<file path="src/rtl/character_motion_sequencer.sv">
// Per-frame movement engine: walks characters 0..4, reads (x, y), steps one move in the
// snapshotted direction, clamps to the maze bounds and writes the result back.
module character_motion_sequencer #(
    parameter int unsigned STEP  = 1,
    parameter int unsigned MIN_X = 2,
    parameter int unsigned MAX_X = 157,
    parameter int unsigned MIN_Y = 2,
    parameter int unsigned MAX_Y = 117
) (
    input  logic       clock_50,
    input  logic       reset,
    input  logic       start_i,
    input  logic [4:0] move_en_i,
    input  logic [9:0] dir_i,
    input  logic [7:0] x_out_i,
    input  logic [7:0] y_out_i,
    output logic [2:0] character_type_o,
    output logic       readwrite_o,
    output logic [7:0] x_in_o,
    output logic [7:0] y_in_o,
    output logic       busy_o,
    output logic       done_o
);

    typedef enum logic [2:0] {StIdle, StReq, StCap, StWr, StDone} state_e;

    localparam logic [2:0]        LastIdx = 3'd4;
    localparam logic signed [9:0] StepS   = 10'(STEP);
    localparam logic signed [9:0] MinXS   = 10'(MIN_X);
    localparam logic signed [9:0] MaxXS   = 10'(MAX_X);
    localparam logic signed [9:0] MinYS   = 10'(MIN_Y);
    localparam logic signed [9:0] MaxYS   = 10'(MAX_Y);

    state_e     state_q;
    logic [2:0] index_q;
    logic [4:0] move_en_q;
    logic [9:0] dir_q;
    logic [2:0] ctype_q;
    logic       rw_q;
    logic [7:0] x_in_q;
    logic [7:0] y_in_q;
    logic       busy_q;
    logic       done_q;

    logic [1:0]        cur_dir;
    logic signed [9:0] x_s;
    logic signed [9:0] y_s;
    logic [7:0]        x_new_d;
    logic [7:0]        y_new_d;

    function automatic logic [7:0] clamp(input logic signed [9:0] v,
                                         input logic signed [9:0] lo,
                                         input logic signed [9:0] hi);
        logic signed [9:0] r;
        if (v < lo) begin
            r = lo;
        end else if (v > hi) begin
            r = hi;
        end else begin
            r = v;
        end
        return r[7:0];
    endfunction

    // Both axes are always clamped so out-of-range positions are repaired even when disabled.
    always_comb begin
        cur_dir = dir_q[{index_q, 1'b0} +: 2];
        x_s     = $signed({2'b00, x_out_i});
        y_s     = $signed({2'b00, y_out_i});
        if (move_en_q[index_q]) begin
            case (cur_dir)
                2'b00:   y_s = y_s - StepS;
                2'b01:   y_s = y_s + StepS;
                2'b10:   x_s = x_s - StepS;
                default: x_s = x_s + StepS;
            endcase
        end
        x_new_d = clamp(x_s, MinXS, MaxXS);
        y_new_d = clamp(y_s, MinYS, MaxYS);
    end

    always_ff @(posedge clock_50) begin
        if (reset) begin
            state_q   <= StIdle;
            index_q   <= '0;
            move_en_q <= '0;
            dir_q     <= '0;
            ctype_q   <= '0;
            rw_q      <= 1'b0;
            x_in_q    <= '0;
            y_in_q    <= '0;
            busy_q    <= 1'b0;
            done_q    <= 1'b0;
        end else begin
            case (state_q)
                StIdle: begin
                    rw_q    <= 1'b0;
                    ctype_q <= '0;
                    done_q  <= 1'b0;
                    if (start_i) begin
                        move_en_q <= move_en_i;
                        dir_q     <= dir_i;
                        index_q   <= '0;
                        busy_q    <= 1'b1;
                        state_q   <= StReq;
                    end
                end
                StReq: begin
                    state_q <= StCap;
                end
                StCap: begin
                    rw_q    <= 1'b1;
                    x_in_q  <= x_new_d;
                    y_in_q  <= y_new_d;
                    state_q <= StWr;
                end
                StWr: begin
                    rw_q <= 1'b0;
                    if (index_q == LastIdx) begin
                        ctype_q <= '0;
                        index_q <= '0;
                        busy_q  <= 1'b0;
                        done_q  <= 1'b1;
                        state_q <= StDone;
                    end else begin
                        index_q <= index_q + 3'd1;
                        ctype_q <= index_q + 3'd1;
                        state_q <= StReq;
                    end
                end
                StDone: begin
                    done_q  <= 1'b0;
                    state_q <= StIdle;
                end
                default: begin
                    rw_q    <= 1'b0;
                    ctype_q <= '0;
                    busy_q  <= 1'b0;
                    done_q  <= 1'b0;
                    state_q <= StIdle;
                end
            endcase
        end
    end

    assign character_type_o = ctype_q;
    assign readwrite_o      = rw_q;
    assign x_in_o           = x_in_q;
    assign y_in_o           = y_in_q;
    assign busy_o           = busy_q;
    assign done_o           = done_q;

endmodule

</file>
<file path="config.mk">
export PLATFORM = sky130hd
export DESIGN_NAME = character_motion_sequencer
export DESIGN_NICKNAME = d
export VERILOG_FILES = /design/src/rtl/character_motion_sequencer.sv
export SDC_FILE = /design/constraint.sdc
export NUM_CORES = 1
export LEC_CHECK = 0
export ABC_AREA = 1
export BUFFER_PORTS_ARGS = -buffer_cell sky130_fd_sc_hd__buf_2
export CAP_MARGIN = 40
export CORE_AREA = 2 2 88 90
export CTS_BUF_LIST = sky130_fd_sc_hd__clkbuf_8
export CTS_CLUSTER_DIAMETER = 200
export DETAILED_ROUTE_END_ITERATION = 8
export DIE_AREA = 0 0 90 92
export GPL_TIMING_DRIVEN = 1
export PLACE_DENSITY = 0.68
export SYNTH_ARGS = -nofsm -noshare
export SYNTH_HDL_FRONTEND = slang
export SYNTH_SLANG_ARGS = --single-unit
</file>
<file path="constraint.sdc">
create_clock -name clock_50 -period 4.45 [get_ports clock_50]
set_clock_uncertainty 0.15 [all_clocks]
set_input_delay 0.445 -clock clock_50 [delete_from_list [all_inputs] [get_ports clock_50]]
set_output_delay 0.445 -clock clock_50 [all_outputs]
set_load 0.02 [all_outputs]
</file>
==> results.md <==
- Tot GR Track Use: 0.180
- Worst reg2reg setup slack: 1610 ps
- Clk root buf: sky130_fd_sc_hd__clkbuf_8
- Ratio of cells with drive above 1 in the final layout: 0.203
- Hold Vio Cnt, Final: 0
- Final-layout fill cell count: 781
- Async set-reset flop share out of synthesis: 0
- Clock network power share: 0.243
- Fraction of power spent switching nets: 0.385
- Largest incremental delay on the critical path: 620 ps
- Startpoint-to-endpoint class of the critical path: flip-flop to flip-flop
- #FFs+latches synth: 43
- Number of max-cap violations: 0
- Hold wc startpoint: move_en_i[1]
- Share of total power in combinational logic: 0.339
- I/O pins: 56
- Ordered list of cells on the worst path: inv_4 -> nand2_1 -> nand3_1 -> nand2_1 -> nand2_1 -> nand2_2 -> nand2_4 -> nor2_2 -> nand2_1 -> nand2_1 -> nand2_2 -> nor2_2 -> nor2_1 -> nor2_1 -> nand2_1 -> nand2_2 -> nand2_1 -> nand2_1 -> a21oi_2
- Number of synthesis warnings: 0
- Worst hold path stage count: 3
- Vias per Instance: 4.89
- Run status: finished, final reports clean
- Worst Path Max Fanout: 12
- Leak pwr: 0.00162 µW
- Max Transition Viols Final: 0
- Source-to-sink clock delay at the later pin of the worst-skew pair: 300 ps
- Hold worst-path end: move_en_q[1]
- Most common flop cell mapped by yosys: sky130_fd_sc_hd__dfxtp_1
- Layout net count: 575
- Worst hold slack: 266 ps
- Largest net degree at the start of global routing: 37
- Number of buffers created by CTS: 5
- Port Buffers: 55
- Number of levels the H-tree was split into: 2
- Die area: 0.00828 mm²
- Pwr Density: 306 mW/mm²
- Horizontal die dimension: 90 µm
- Mean routed wirelength per cell: 11.5 µm
- Flop pwr share: 0.418
- Worst setup EP type: flip-flop
- Total Wirelength: 7360 µm
- Largest voltage drop on the vdd net: 0.134 mV
- Path category of the worst min-delay check: primary input to flip-flop
- Standard-cell rows: 32
- Pin slew with the least headroom to its limit: 740 ps
- Synthesized instance count: 488
- Element type at the critical path start: flip-flop
- Hold bufs inserted after CTS: 0
- Relative area change from synthesis to final layout: 13.6%
- Ant. Diodes: 0
- Startpoint of the lowest-slack register-to-register path: index_q[0]
- R2R cell count: 19
- Slowest cell on the critical path: sky130_fd_sc_hd__dfxtp_1
- Post-synth EDFFs: 0
- Dpl hpwl: 5860 µm
- Post-Synthesis Mean Instance Area: 6.28 µm²
- Internal Power: 656 µW
- CTS tree: done
- Unrepaired setup endpoints after global routing: no
- Nets in the synthesized netlist: 528
- Post-synth design cell area: 0.00307 mm²
- Setup TNS Final: 0 ps
- Clk buf depth: 2
- Count of endpoints failing setup in the final report: 0
- Register area share after synthesis: 0.281
- Net load switching power: 410 µW
- Final clock period utilization by the worst path: 0.637
- Initial Util: 0.412
- Number of antenna violations at the first check in global routing: 0
- Data arrival time of the critical path: 2860 ps
- Vias in the first global route: 2961
- Number of setup buffers added after CTS: 0
- First-pass GRT wire length: 12800 µm
- Count of routing violations after the opening detailed-route iteration: 105
- Overflow left after global routing: 0
- CP required: 4470 ps
- Area inside the core boundary: 0.00745 mm²
- Routed Antenna Nets: 0
- Minimum clock period after layout: 2840 ps
- Vias: 3119
- Iteration count of the initial detailed-routing pass: 4
- Cell repeated most along the worst path: sky130_fd_sc_hd__nand2_1
- Clock-pin slew on the worst setup and hold paths: 90 ps
- Weighted congestion reported at the end of routability-driven placement: 0.921
- Final routed DRC violation total: 0
- Vertical extent of the die: 92 µm
- Number of distinct library cells after synthesis: 37
- Relative slew margins: 0.506
- TritonCTS sink count: 43
- Achievable clock frequency: 0.353 GHz
- FF-to-FF End: x_in_o[2]
- Number of cells upsized or downsized after cts: 0
[synthesized netlist by cell type (4+ instances only)]
cell type	number	area, µm²
sky130_fd_sc_hd__nand2_1	147	552
sky130_fd_sc_hd__nor2_1	51	191
sky130_fd_sc_hd__nand3_1	49	245
sky130_fd_sc_hd__inv_1	45	169
sky130_fd_sc_hd__dfxtp_1	43	861
sky130_fd_sc_hd__a21oi_1	32	160
sky130_fd_sc_hd__o21ai_0	14	70.1
sky130_fd_sc_hd__xor2_1	13	114
sky130_fd_sc_hd__clkbuf_1	12	45.0
sky130_fd_sc_hd__nand2_2	11	68.8
sky130_fd_sc_hd__a21oi_2	9	78.8
sky130_fd_sc_hd__nor3_1	9	45.0
sky130_fd_sc_hd__nand3_2	8	80.1
sky130_fd_sc_hd__ha_1	6	75.1
sky130_fd_sc_hd__inv_2	4	15.0
sky130_fd_sc_hd__nor2_2	4	25.0
[worst max path at each step]
| stage | startpoint | slack [ps] | cells past startpoint | end |
|---|---|---|---|---|
| 3_3_place_gp | index_q[0] | 1770 | 19 | x_in_o[2] |
| 6_report | index_q[0] | 1610 | 19 | x_in_o[2] |
| 2_1_floorplan | y_out_i[3] | 2260 | 13 | y_in_o[6] |
| 5_1_grt | index_q[0] | 1260 | 19 | x_in_o[0] |
| 4_1_cts | index_q[0] | 1630 | 19 | x_in_o[2] |
| 3_5_place_dp | index_q[0] | 1660 | 19 | x_in_o[2] |
[cells in the final DEF (no fill, tap or decap), drive strengths merged]
master    n
nor2     58
nand4     3
a211oi    1
nor3     10
a21oi    41
and2      1
dfxtp    43
o31ai     1
or2       1
nand3b    4
nand3    57
ha        6
xnor2     1
clkinv    1
o21ai    17
nand2   160
buf      57
o22ai     1
clkbuf    5
inv      52
o21a      2
nor4      1
xor2     13
[final cells by class]
class                           instances  area (µm²)  area share
Clock buffer                            5        68.8      0.0198
Clock inverter                          3        26.3     0.00755
Inverter                               50         190      0.0546
Multi-Input combinational cell        378        1920       0.551
Sequential cell                        43         861       0.247
Tap cell                              102         128      0.0367
Timing Repair Buffer                   57         290      0.0834
[critical path: cells and delay by family (launching register included)]
family | cells | cell delay, ps
simple gates | 17 | 1780
flops | 1 | 620
buf+inv | 1 | 100
compound gates | 1 | 50
[cells by family (layout without fill, tap and decap cells)]
kind of cell | after synthesis | count (layout) | synth area share
buf+inv | 67 | 115 | 0.0935
compound gates | 63 | 63 | 0.118
xor+xnor | 14 | 14 | 0.0400
flops | 43 | 43 | 0.281
simple gates | 295 | 295 | 0.444
fa+ha+maj | 6 | 6 | 0.0245
[power groups by stage]
stage                     Clock [µW]  Combinational [µW]  Sequential (µW)
final                            259                 361              446
after CTS                        267                 362              446
after global routing             281                 409              450
after global placement             0                 356              455
after floorplan                    0                 256              469
after detailed placement           0                 360              454
[metrics by stage]
step                      worst slack [ps]  total power [µW]  utilization  area [µm²]  cells
after global placement                1770               810        0.455        3390    630
after detailed placement              1660               814        0.455        3390    630
after floorplan                       2260               725            -        3070    488
after CTS                             1630              1080        0.468        3480    638
final                                 1610              1070        0.468        3480    638
after global routing                  1260              1140        0.468        3480    638
[routing by layer]
metal,up-vias,GRT usage,part of all wire
met5,-,0,0
met4,0,0.0526,0.011
met3,8,0.0271,0.037
met2,58,0.313,0.47
met1,1397,0.231,0.49
li1,1656,-,-
[registers in the layout, indices dropped and copies added, names as in the netlist, 3 cells and up]
register          cells
x_in_o                8
dir_q                10
index_q               3
move_en_q             5
state_q               3
y_in_o                8
character_type_o      3
Power figures use the tool's default switching activity.
